===== config.mk =====
export PLATFORM = sky130hd
export DESIGN_NAME = uart_tx
export DESIGN_NICKNAME = d
export VERILOG_FILES = /design/src/rtl/uart_pkg.sv /design/src/rtl/uart_tx.sv
export SDC_FILE = /design/constraint.sdc
export NUM_CORES = 1
export LEC_CHECK = 0
export ABC_AREA = 1
export CAP_MARGIN = 30
export CORE_ASPECT_RATIO = 0.5
export CORE_MARGIN = 3
export CORE_UTILIZATION = 35
export CTS_CLUSTER_SIZE = 14
export DETAILED_ROUTE_END_ITERATION = 10
export PLACE_DENSITY_LB_ADDON = 0.15
export SETUP_SLACK_MARGIN = 0.4
export SKIP_LAST_GASP = 1
export SLEW_MARGIN = 20
export SYNTH_ARGS = -nofsm -noshare
export SYNTH_HDL_FRONTEND = slang
export SYNTH_SLANG_ARGS = --single-unit

===== constraint.sdc =====
create_clock -name i_clock -period 1.3 [get_ports i_clock]
set_input_delay 0.195 -clock i_clock [delete_from_list [all_inputs] [get_ports i_clock]]
set_output_delay 0.195 -clock i_clock [all_outputs]
set_load 0.1 [all_outputs]

===== src/rtl/uart_pkg.sv =====
// Shared UART definitions: frame defaults, oversampling factor and transmitter state encodings.
package uart_pkg;

  localparam int SIZEDATA_DEF = 8;
  localparam int SB_TICK_DEF  = 16;
  localparam int OVERSAMPLE   = 16;

  // One-hot encodings so each state decodes from a single flop
  typedef enum logic [3:0] {
    ST_IDLE  = 4'b0001,
    ST_START = 4'b0010,
    ST_DATA  = 4'b0100,
    ST_STOP  = 4'b1000
  } tx_state_t;

  function automatic int max_int(input int a, input int b);
    return (a > b) ? a : b;
  endfunction

  function automatic int clog2_min1(input int v);
    return (v > 1) ? $clog2(v) : 1;
  endfunction

endpackage


===== src/rtl/uart_tx.sv =====
// UART transmitter: start bit, SIZEDATA data bits LSB first, stop bit of SB_TICK ticks.
module uart_tx
  import uart_pkg::*;
#(
  parameter int SIZEDATA = SIZEDATA_DEF,
  parameter int SB_TICK  = SB_TICK_DEF
) (
  input  logic                i_clock,
  input  logic                i_reset_n,
  input  logic                i_tick,
  input  logic                i_tx_start,
  input  logic [SIZEDATA-1:0] i_tx_data,
  output logic                o_tx,
  output logic                o_tx_busy,
  output logic                o_tx_done
);

  localparam int TICK_W = clog2_min1(max_int(OVERSAMPLE, SB_TICK));
  localparam int BIT_W  = clog2_min1(SIZEDATA);

  localparam logic [TICK_W-1:0] OS_LAST  = TICK_W'(OVERSAMPLE - 1);
  localparam logic [TICK_W-1:0] SB_LAST  = TICK_W'(SB_TICK - 1);
  localparam logic [BIT_W-1:0]  BIT_LAST = BIT_W'(SIZEDATA - 1);

  tx_state_t           state;
  logic [TICK_W-1:0]   tick_cnt;
  logic [BIT_W-1:0]    bit_cnt;
  logic [SIZEDATA-1:0] shreg;
  logic [SIZEDATA-1:0] shreg_next;

  assign shreg_next = shreg >> 1;

  // o_tx is updated together with each state change so the line is glitch-free and one cycle behind acceptance
  always_ff @(posedge i_clock or negedge i_reset_n) begin
    if (!i_reset_n) begin
      state     <= ST_IDLE;
      tick_cnt  <= '0;
      bit_cnt   <= '0;
      shreg     <= '0;
      o_tx      <= 1'b1;
      o_tx_busy <= 1'b0;
      o_tx_done <= 1'b0;
    end else begin
      o_tx_done <= 1'b0;
      case (state)
        ST_IDLE: begin
          if (i_tx_start) begin
            shreg     <= i_tx_data;
            tick_cnt  <= '0;
            bit_cnt   <= '0;
            state     <= ST_START;
            o_tx      <= 1'b0;
            o_tx_busy <= 1'b1;
          end
        end

        ST_START: begin
          if (i_tick) begin
            if (tick_cnt == OS_LAST) begin
              tick_cnt <= '0;
              bit_cnt  <= '0;
              state    <= ST_DATA;
              o_tx     <= shreg[0];
            end else begin
              tick_cnt <= tick_cnt + 1'b1;
            end
          end
        end

        ST_DATA: begin
          if (i_tick) begin
            if (tick_cnt == OS_LAST) begin
              tick_cnt <= '0;
              shreg    <= shreg_next;
              if (bit_cnt == BIT_LAST) begin
                bit_cnt <= '0;
                state   <= ST_STOP;
                o_tx    <= 1'b1;
              end else begin
                bit_cnt <= bit_cnt + 1'b1;
                o_tx    <= shreg_next[0];
              end
            end else begin
              tick_cnt <= tick_cnt + 1'b1;
            end
          end
        end

        ST_STOP: begin
          if (i_tick) begin
            if (tick_cnt == SB_LAST) begin
              tick_cnt  <= '0;
              state     <= ST_IDLE;
              o_tx_busy <= 1'b0;
              o_tx_done <= 1'b1;
            end else begin
              tick_cnt <= tick_cnt + 1'b1;
            end
          end
        end

        default: begin
          state     <= ST_IDLE;
          tick_cnt  <= '0;
          bit_cnt   <= '0;
          o_tx      <= 1'b1;
          o_tx_busy <= 1'b0;
        end
      endcase
    end
  end

endmodule


### Word level (Yosys, flattened, before mapping)

Index checks and enable logic that the tools add are counted.

* bits of input ports: 12
* flip-flop bits (word level): 22
* logic and storage cells: 72

* bitwise operators: 2
* muxes and demuxes: 38
* eq/ne operators: 15
* reductions and logical operators: 8
* add/sub/neg operators: 2

Operators with widths (count)
* $mux 4: 11
* $mux 8: 3
* $mux 3: 6
* $ne 2x2->1 const B: 8
* $pmux 4 s4: 1
* $pmux 8 s2: 1
* $mux 1: 12
* $pmux 3 s4: 1
* $eq 4x4->1 const B: 2
* $pmux 4 s2: 1
* $reduce_and 4->1: 2
* $reduce_and 8->1: 1
* $reduce_and 6->1: 1
* $add 4x1->4 const B: 1
* $eq 4x1->1 const B: 1
* $eq 4x2->1 const B: 1
* $eq 4x3->1 const B: 1
* $pmux 1 s4: 1
* $add 3x1->3 const B: 1
* $eq 3x3->1 const B: 1
* $pmux 1 s3: 1
* $reduce_or 3->1: 1
* $ne 2x1->1 const B: 1
* $not 1->1: 2
* 3 further kinds: 3

### Longest topological paths before layout

Gate-level depths: netlist of the first run.

* word-level depth: 5
* mapped depth: 10
* depth with buffers taken out: 10

### Least setup slack after synthesis of the first run

OpenSTA, ideal clock, no wires.

* path kind: reg-to-reg
* start point: reg tick_cnt[0]
* end point: reg state[1]
* arrival: 1.278 ns
* cell stages (with the launch flop): 9
* path slack: -0.096 ns
* clock period less this slack: 1.396 ns
* path buffers: 0
* cell sequence: dfrtp_1 ha_1 nand3_2 nor2_1 nor2_1 nor2_1 nand2_1 nand2_1 nand2_1

* longest elaborated chain between the ends: 3
* elaborated cells on any way between the ends: 5

Ends and longest elaborated chain
* start: declaration: line uart_tx.sv:26 `logic [TICK_W-1:0] tick_cnt;`
* start signal: assignment: line uart_tx.sv:65 `tick_cnt <= tick_cnt + 1'b1;`
* start signal: assignment: line uart_tx.sv:84 `tick_cnt <= tick_cnt + 1'b1;`
* start signal: assignment: line uart_tx.sv:97 `tick_cnt <= tick_cnt + 1'b1;`
* $eq 4x4->1 (*): line uart_tx.sv:59, uart_tx.sv:72, uart_tx.sv:91
* $ne 2x2->1 (no source line)
* $reduce_and 8->1 (no source line) (*)
* end signal: assignment: line uart_tx.sv:62 `state <= ST_DATA;`
* end signal: assignment: line uart_tx.sv:77 `state <= ST_STOP;`
* end signal: assignment: line uart_tx.sv:93 `state <= ST_IDLE;`
* end: declaration: line uart_tx.sv:25 `tx_state_t state;`

Every way passes the cells marked *; elsewhere a longest branch is shown, timed or not.
A chain may end at the register's enable or synchronous reset.

### Worst setup path in the final report of the first run

* start point: reg state[0]
* end point: reg state[2]

* longest elaborated chain between the ends: 3
* elaborated cells on any way between the ends: 14

Ends and longest elaborated chain
* start signal: assignment: line uart_tx.sv:36 `state <= ST_IDLE;`
* start signal: assignment: line uart_tx.sv:51 `state <= ST_START;`
* start signal: assignment: line uart_tx.sv:62
* $eq 4x3->1 (tied with other cells): line uart_tx.sv:45 `case (state)`
* $ne 2x2->1 (no source line)
* $reduce_and 8->1 (no source line)

Several ways; a longest one is shown, not always the timed one.

==> results of run 1 <==
## metal layers
layer	GRT usage [%]	up-vias	wire length, microns
met5	0	-	0
met4	5.52	0	17
met3	4.57	2	105
met2	24.0	14	1460
met1	19.1	541	1530
li1	-	635	-
## power breakdown
part	internal (uW)	leakage (uW)	switching [uW]
registers	952	0.000277	198
logic	927	0.000696	1340
clock network	412	0.0000357	251
total	2290	0.00101	1790
## logic make-up (layout without fill, tap and decap cells)
group	after synthesis	count (layout)	synth area share, %
compound gates	16	16	8.97
xor+xnor	1	1	0.648
fa+ha+maj	3	3	2.78
buf+inv	28	68	8.79
flops	22	22	40.9
simple gates	103	104	37.9
## worst max-delay path, cell delays in order, from the launching register on
cell	delay [ns]
dfstp_2	0.61
nor2_4	0.09
buf_4	0.15
nand3_2	0.08
nand2_2	0.07
nor2_4	0.12
nand2_2	0.07
nand2_1	0.06
nand2_1	0.04
## sequential cells by signal, indices dropped and copies added, names as in the netlist
name	count
o_tx_busy	1
tick_cnt	4
o_tx_done	1
state	4
shreg	8
bit_cnt	3
o_tx	1
## path summary, 6_finish.rpt
check / from / end / cells past startpoint
worst max-delay path: state[0]$_DFFE_PN1P_ / state[2]$_DFFE_PN0P_ / 8
worst min-delay path: i_reset_n / tick_cnt[2]$_DFFE_PN0P_ / 2
worst max register to register: state[0]$_DFFE_PN1P_ / state[2]$_DFFE_PN0P_ / 8
worst min register to register: shreg[1]$_DFFE_PN0P_ / shreg[1]$_DFFE_PN0P_ / 2
max in group asynchronous: i_reset_n / state[0]$_DFFE_PN1P_ / 2
min in group i_clock: i_tx_data[7] / shreg[7]$_DFFE_PN0P_ / 3
## stage by stage
stage          instance area, sq um  instances  setup slack, ns  util (%)  total power (uW)
6_report                       2020        265          -0.0890      56.7              4080
4_1_cts                        1950        262          -0.0642      54.6              3990
3_5_place_dp                   1760        253           -0.275      49.3              3050
3_3_place_gp                   1760        253           -0.245      49.3              3030
5_1_grt                        2020        265           -0.181      56.7              4400
2_1_floorplan                  1410        173          -0.0310         -              2540
## cell type report
cell class,count,share of cell area (%)
multi-input cells,124,41.9
flip-flops and latches,22,27.8
repair buffers,38,18.7
inverters,26,4.95
well taps,51,3.15
clock buffers,3,2.04
clock inverters,1,1.48
## what timing repair did
action                                  4_1_cts  5_1_grt
gates cloned                                  1        0
pin swaps                                     1        2
resized for setup                            23       14
buffers inserted                              4        3
endpoints found under the setup margin       25       25
hold endpoints to repair                      0        0
## Yosys cell counts (all sizes together)
cell and n:
buf 2, dfrtp 20, dfstp 2, ha 3, inv 26, nand2 62, nand3 21, nand4 5
nor2 14, nor3 1, o21ai 16, xor2 1
==> flow_summary.json, run 1 <==
{
  "num_vias": 1192,
  "clockRootBuffer": "clkbuf_8",
  "setup_viol": 20,
  "numPortBuffers": 14,
  "p_leak_uw": 0.00101,
  "syn-num-nets": 188,
  "htree_levels": 1,
  "cp.required_ns": 1.47,
  "drtIter0Drc": 47,
  "cts_sinks": 22,
  "violations": "negative setup slack",
  "clkLatencyLatePin_ns": 0.28,
  "holdWs_ns": 0.264,
  "grt_pass1_wl_mm": 5.35,
  "clkSlewWorstSetupHoldPaths_ns": 0.09,
  "ff_latch_area_sq_um": 563,
  "die_h_microns": 50.0,
  "path_class": "reg -> reg",
  "final_cell_mix": "nand2_1 (45), inv_1 (20), buf_4 (19), dfrtp_1 (15), nand3_1 (14)",
  "power.density_mw_per_mm2": 2020,
  "clockBufferDepth": 2,
  "synthTopCellsByArea": "dfrtp_1 (37%), nand2_1 (16%), nand3_1 (6.7%), inv_1 (6.1%), o21ai_2 (5.2%)",
  "ys_ff_latch": 22,
  "cts.hold.buffers_added": 0,
  "finalSetupTns_ns": -1.22,
  "cts_tree": "built",
  "vias_per_cell": 4.50,
  "io_pins": 15,
  "grt_remaining_overflow": 0,
  "slew_viol_final": 0,
  "start_util_pct": 37.9,
  "cap_violations": 0,
  "core_sq_mm": 0.00357,
  "hpwl_mm": 2.07,
  "clock.fmax_ghz": 0.720,
  "final_nets": 230,
  "cts_buffers": 3,
  "grt_max_degree": 23,
  "yosysWarnings": 0,
  "synth_cell_types": 24,
  "syn_inst": 173,
  "crit_arrival_ns": 1.56,
  "critPathCaptureType": "flip-flop",
  "grt_setup_unrepaired": "true",
  "final.setup.worst_slack_ns": -0.0890,
  "grt.total_usage_pct": 15.0,
  "fin_worst_skew_ns": 0.00486,
  "rows": 15,
  "period_share_pct": 107,
  "status": "finished with violations",
  "nFillCells": 332,
  "startpoint_type": "flip-flop",
  "netlist_area_sq_mm": 0.00135,
  "ant_nets": 0,
  "syn_avg_cell_area_sq_um": 7.82,
  "synth.largest_area_cell": "dfrtp_1",
  "worst_pin_slew_ns": 0.263,
  "max-slew-margin-rel_pct": 82.4,
  "synth_top_area_share_pct": 37.0,
  "hp-class": "in -> async",
  "die_w_microns": 93.9,
  "routed_wl_mm": 3.11,
  "die-area_sq_mm": 0.00469,
  "area_delta_synth_final_pct": 49.6,
  "yosysSeqAreaShare_pct": 40.9,
  "path_max_fanout": 5,
  "gp_congestion": 0.799,
  "wl_per_cell_microns": 11.7,
  "drc": 0,
  "grt_pass1_vias": 1145,
  "r2r_slack_ns": -0.09,
  "antenna_found_initial": 0,
  "diodes": 0,
  "drive_above_1_share_pct": 43.0,
  "multi_input_area_sq_um": 847,
  "period_needed_ns": 1.39,
  "firstDrtPassIters": 4,
  "final_common_cell": "nand2_1",
  "vdd.ir_drop.worst_v": 0.000875,
  "finalHoldViolCount": 0
}
No activity file was read; power rests on OpenSTA's default activity.
==> inputs of run 2 (changes only) <==
Settings changed: CORE_MARGIN 3 to default, HOLD_SLACK_MARGIN from default to 0.06.
==> run 2 against run 1 <==
- the run still ends with negative setup slack left
- critical path type unchanged
- largest cell class unchanged
- cell area is 5.6% lower
- wire length is 5.2% lower
- combinational power is 5% lower
- largest power group unchanged
==> flow_summary.json, run 2 (synthesized netlist as in run 1, its figures left out) <==
{
  "finalSetupTns_ns": -0.717,
  "final_common_cell": "nand2_1",
  "die_h_microns": 46.0,
  "grt_pass1_vias": 1089,
  "ant_nets": 0,
  "clockRootBuffer": "clkbuf_8",
  "cts_sinks": 22,
  "grt_remaining_overflow": 0,
  "nFillCells": 335,
  "start_util_pct": 37.9,
  "final_cell_mix": "nand2_1 (50), inv_1 (20), buf_4 (20), dfrtp_1 (16), nand3_1 (14)",
  "vias_per_cell": 4.64,
  "slew_viol_final": 0,
  "grt.busiest_layer": "met2",
  "cts_buffers": 3,
  "max-slew-margin-rel_pct": 81.0,
  "clockBufferDepth": 2,
  "reg.largest.list": "shreg x8, state x4, tick_cnt x4",
  "startpoint_type": "flip-flop",
  "grt_max_degree": 23,
  "clkLatencyLatePin_ns": 0.27,
  "status": "finished with violations",
  "core_sq_mm": 0.00357,
  "setup_viol": 16,
  "worst_pin_slew_ns": 0.284,
  "grt_pass1_wl_mm": 5.03,
  "diodes": 0,
  "grt_setup_unrepaired": "true",
  "io_pins": 15,
  "p_leak_uw": 0.000953,
  "antenna_found_initial": 0,
  "power_uw": 3730,
  "cp.required_ns": 1.45,
  "num_vias": 1220,
  "critPathCaptureType": "flip-flop",
  "rows": 15,
  "finalHoldViolCount": 0,
  "crit_arrival_ns": 1.52,
  "clock.fmax_ghz": 0.732,
  "grt.total_usage_pct": 16.1,
  "violations": "negative setup slack",
  "grt.met2_usage_pct": 28.2,
  "fin_util_pct": 53.6,
  "power.density_mw_per_mm2": 1950,
  "die-area_sq_mm": 0.00413,
  "drtIter0Drc": 47,
  "fin_worst_skew_ns": 0.00940,
  "gp_congestion": 0.820,
  "path_max_fanout": 6,
  "routed_wl_mm": 2.95,
  "cts_tree": "built",
  "clkSlewWorstSetupHoldPaths_ns": 0.09,
  "numPortBuffers": 14,
  "firstDrtPassIters": 4,
  "wl_per_cell_microns": 11.2,
  "area_delta_synth_final_pct": 41.3,
  "period_share_pct": 105,
  "drive_above_1_share_pct": 38.7,
  "htree_levels": 1,
  "die_w_microns": 89.9,
  "vdd.ir_drop.worst_v": 0.000676,
  "largest_reg_flops": 8,
  "hp-class": "in -> async",
  "grt_util_met1_pct": 20.6,
  "cap_violations": 0,
  "path_class": "reg -> reg",
  "final.setup.worst_slack_ns": -0.0657,
  "largest-register": "shreg",
  "period_needed_ns": 1.37,
  "groute.layer.met3.usage_pct": 4.67,
  "hpwl_mm": 2.10,
  "drc": 0,
  "final_nets": 228
}
-- run 2: through the flow --
step           setup slack [ns]  cell area [sq um]  instances  hold WS (ns)
6_report                -0.0657               1910        263         0.268
5_1_grt                  -0.153               1910        263         0.276
4_1_cts                 -0.0709               1900        263         0.269
3_5_place_dp             -0.298               1770        254         0.470
3_3_place_gp             -0.245               1770        254         0.467
2_1_floorplan           -0.0310               1410        173        -0.101
-- run 2: timing repair --
item                                   in CTS  in global routing
setup endpoints to repair                  25                 25
endpoints found under the hold margin       0                  0
gates resized for setup                    15                  4
pin swaps                                  10                  4
setup buffers                               4                  0
cloned                                      1                  0
hold buffers                                0                  0
-- run 2: worst paths after layout --
check | from | to | slack (ns) | cells after the start
max | state[0]$_DFFE_PN1P_ | state[1]$_DFFE_PN0P_ | -0.07 | 8
min | i_reset_n | bit_cnt[2]$_DFFE_PN0P_ | 0.27 | 2
min in group i_clock | shreg[3]$_DFFE_PN0P_ | shreg[3]$_DFFE_PN0P_ | 0.48 | 2
min reg2reg | shreg[3]$_DFFE_PN0P_ | shreg[3]$_DFFE_PN0P_ | 0.48 | 2
max in group asynchronous | i_reset_n | state[0]$_DFFE_PN1P_ | 0.81 | 2
max reg2reg | state[0]$_DFFE_PN1P_ | state[1]$_DFFE_PN0P_ | -0.07 | 8
-- run 2: cell type report --
| class | count | area [sq um] | area share, % |
|---|---|---|---|
| inverter | 26 | 100 | 5.24 |
| timing repair buffer | 36 | 352 | 18.4 |
| tap | 51 | 63.8 | 3.34 |
| sequential | 22 | 562 | 29.4 |
| multi-input combinational | 124 | 788 | 41.3 |
| clock buffer | 4 | 45.0 | 2.36 |
-- run 2: layer usage --
metal	vias up	share of wire [%]
met4	0	0.41
met3	4	4.4
met5	-	0
met2	22	45
li1	627	-
met1	567	50
-- run 2: power by group --
part           switching [uW]  internal, uW
combinational            1290           857
clock                     228           219
sequential                182           951
total                    1700          2030
-- run 2: critical path: stages, from the launching register on --
cell,delay [ns]
dfstp_2,0.58
nor2_4,0.08
buf_4,0.13
nand3_2,0.08
nand2_2,0.08
nor2_4,0.13
nand2_1,0.08
nand2_1,0.06
nand2_1,0.04
==> inputs of run 3 (changes only) <==
Settings changed: CORE_ASPECT_RATIO 0.5 to 0.6.
==> run 3 against run 2 <==
- the run still ends with negative setup slack left
- cell count shrank 1.9%
- sequential cell count is the same
- non-clock buffer count shrank 1
- critical path type unchanged
- largest cell class unchanged
- largest power group unchanged
==> flow_summary.json, run 3 (synthesized netlist as in run 1, its figures left out) <==
{
  "status": "finished with violations",
  "violations": "negative setup slack",
  "final_cell_mix": "nand2_1 (49), inv_1 (21), buf_4 (19), nand3_1 (16), dfrtp_1 (15)",
  "die-area_sq_mm": 0.00413,
  "rr_startpoint": "state[1]$_DFFE_PN0P_",
  "clkLatencyLatePin_ns": 0.27,
  "cts.hold.buffers_added": 0,
  "worst_pin_slew_ns": 0.253,
  "fin_worst_skew_ns": 0.0109,
  "reg.largest.list": "shreg x8, state x4, tick_cnt x4",
  "ant_nets": 0,
  "clock.fmax_ghz": 0.703,
  "clockRootBuffer": "clkbuf_8",
  "clkSlewWorstSetupHoldPaths_ns": 0.09,
  "slew_viol_final": 0,
  "nFillCells": 341,
  "power_frac_seq_pct": 30.0,
  "cts_buffers": 3,
  "setup_viol": 20,
  "drtIter0Drc": 77,
  "period_needed_ns": 1.42,
  "combPwrFrac_pct": 56.6,
  "crit_arrival_ns": 1.58,
  "final_common_cell": "nand2_1",
  "final_nets": 227,
  "die_w_microns": 82.3,
  "grt_pass1_wl_mm": 5.50,
  "clockBufferDepth": 2,
  "cts_sinks": 22,
  "largest-register": "shreg",
  "r2r_slack_ns": -0.12,
  "rows": 17,
  "area_delta_synth_final_pct": 42.1,
  "power_uw": 3820,
  "p_clk_share_pct": 13.4,
  "drc": 0,
  "slowest_stage": "dfrtp_2",
  "grt_setup_unrepaired": "true",
  "largest_reg_flops": 8,
  "gp_congestion": 0.820,
  "finalSetupTns_ns": -1.70,
  "ff_latch_area_sq_um": 563,
  "path_class": "reg -> reg",
  "hpwl_mm": 2.16,
  "grt.total_usage_pct": 17.9,
  "path_max_fanout": 16,
  "finalHoldViolCount": 0,
  "diodes": 0,
  "netSwitchingFraction_pct": 45.6,
  "multi_input_area_sq_um": 801,
  "vias_per_cell": 4.78,
  "intPower_uw": 2080,
  "core_sq_mm": 0.00368,
  "power.density_mw_per_mm2": 1990,
  "antenna_found_initial": 0,
  "wl_per_cell_microns": 12.2,
  "firstDrtPassIters": 4,
  "startpoint_type": "flip-flop",
  "start_util_pct": 36.8,
  "num_vias": 1233,
  "numPortBuffers": 14,
  "cts_tree": "built",
  "final.setup.worst_slack_ns": -0.122,
  "grt_remaining_overflow": 0,
  "switchingPower_uw": 1750,
  "io_pins": 15,
  "die_h_microns": 50.2,
  "p_leak_uw": 0.000958,
  "crit_path_cell_trace": "nor2_4, nand2_4, o21ai_4, nand2_8, nand2_1, o21ai_2",
  "vdd.ir_drop.worst_v": 0.000917,
  "cap_violations": 0,
  "max-slew-margin-rel_pct": 83.1,
  "grt_pass1_vias": 1195,
  "r2r_cells": 6,
  "hp-class": "in -> async",
  "cp.required_ns": 1.45,
  "grt_max_degree": 23,
  "drive_above_1_share_pct": 38.4,
  "cpPeakStageDelay_ns": 0.45,
  "period_share_pct": 109,
  "htree_levels": 1,
  "timing.rr.end": "shreg[0]$_DFFE_PN0P_",
  "routed_wl_mm": 3.15,
  "critPathCaptureType": "flip-flop"
}
run 3: cell types whose count changed in the layout (fill, tap and decap cells not counted), sizes merged:
cell / delta
buf: -1
run 3: power groups by stage:
stage	registers (uW)	logic [uW]	clock network, uW
finish	1150	2160	513
global route	1180	2400	558
CTS	1150	2130	531
detailed placement	1150	1920	0
global placement	1150	1900	0
floorplan	1340	1210	0
run 3: worst max-delay path by stage:
stage	startpoint	endpoint	slack, ns	depth (start not counted)
after floorplan	state[0]$_DFFE_PN1P_	shreg[0]$_DFFE_PN0P_	-0.03	8
after global placement	i_tick	bit_cnt[2]$_DFFE_PN0P_	-0.23	8
after detailed placement	i_tick	bit_cnt[0]$_DFFE_PN0P_	-0.27	8
after CTS	state[0]$_DFFE_PN1P_	shreg[7]$_DFFE_PN0P_	-0.08	8
after global routing	state[0]$_DFFE_PN1P_	bit_cnt[2]$_DFFE_PN0P_	-0.20	8
final	state[1]$_DFFE_PN0P_	shreg[0]$_DFFE_PN0P_	-0.12	6
run 3: area by class of cell:
cell class,count,area share [%]
Multi-Input combinational cell,124,41.7
Tap cell,47,3.06
Inverter,26,5.21
Timing Repair Buffer,35,17.9
Clock buffer,4,2.86
Sequential cell,22,29.3
run 3: critical path, delay by kind of cell (launching register included):
family / cells / cell delay (ns)
compound gates: 2 / 0.25
flops: 1 / 0.45
simple gates: 4 / 0.60
run 3: layer usage:
metal	routed length [microns]	part of all wire (%)	global-route usage (%)	vias up
met5	0	0	0	-
met4	28	0.89	3.80	0
met3	145	4.6	5.64	7
met2	1410	45	27.5	26
met1	1570	50	24.6	578
li1	-	-	-	622
run 3: repair_timing:
action | 4_1_cts | 5_1_grt
gates resized for setup | 15 | 7
pin swaps | 2 | 4
gates cloned | 1 | 0
setup buffers | 2 | 0
endpoints found under the setup margin | 25 | 25
run 3: metrics by stage:
stage	hold WS (ns)	cell area, sq um	cells	setup WS, ns	utilization, %
2_1_floorplan	-0.101	1410	173	-0.0310	-
3_3_place_gp	0.465	1770	251	-0.228	48.0
3_5_place_dp	0.469	1770	251	-0.266	48.0
4_1_cts	0.268	1900	258	-0.0790	51.5
5_1_grt	0.265	1920	258	-0.196	52.2
6_report	0.260	1920	258	-0.122	52.2
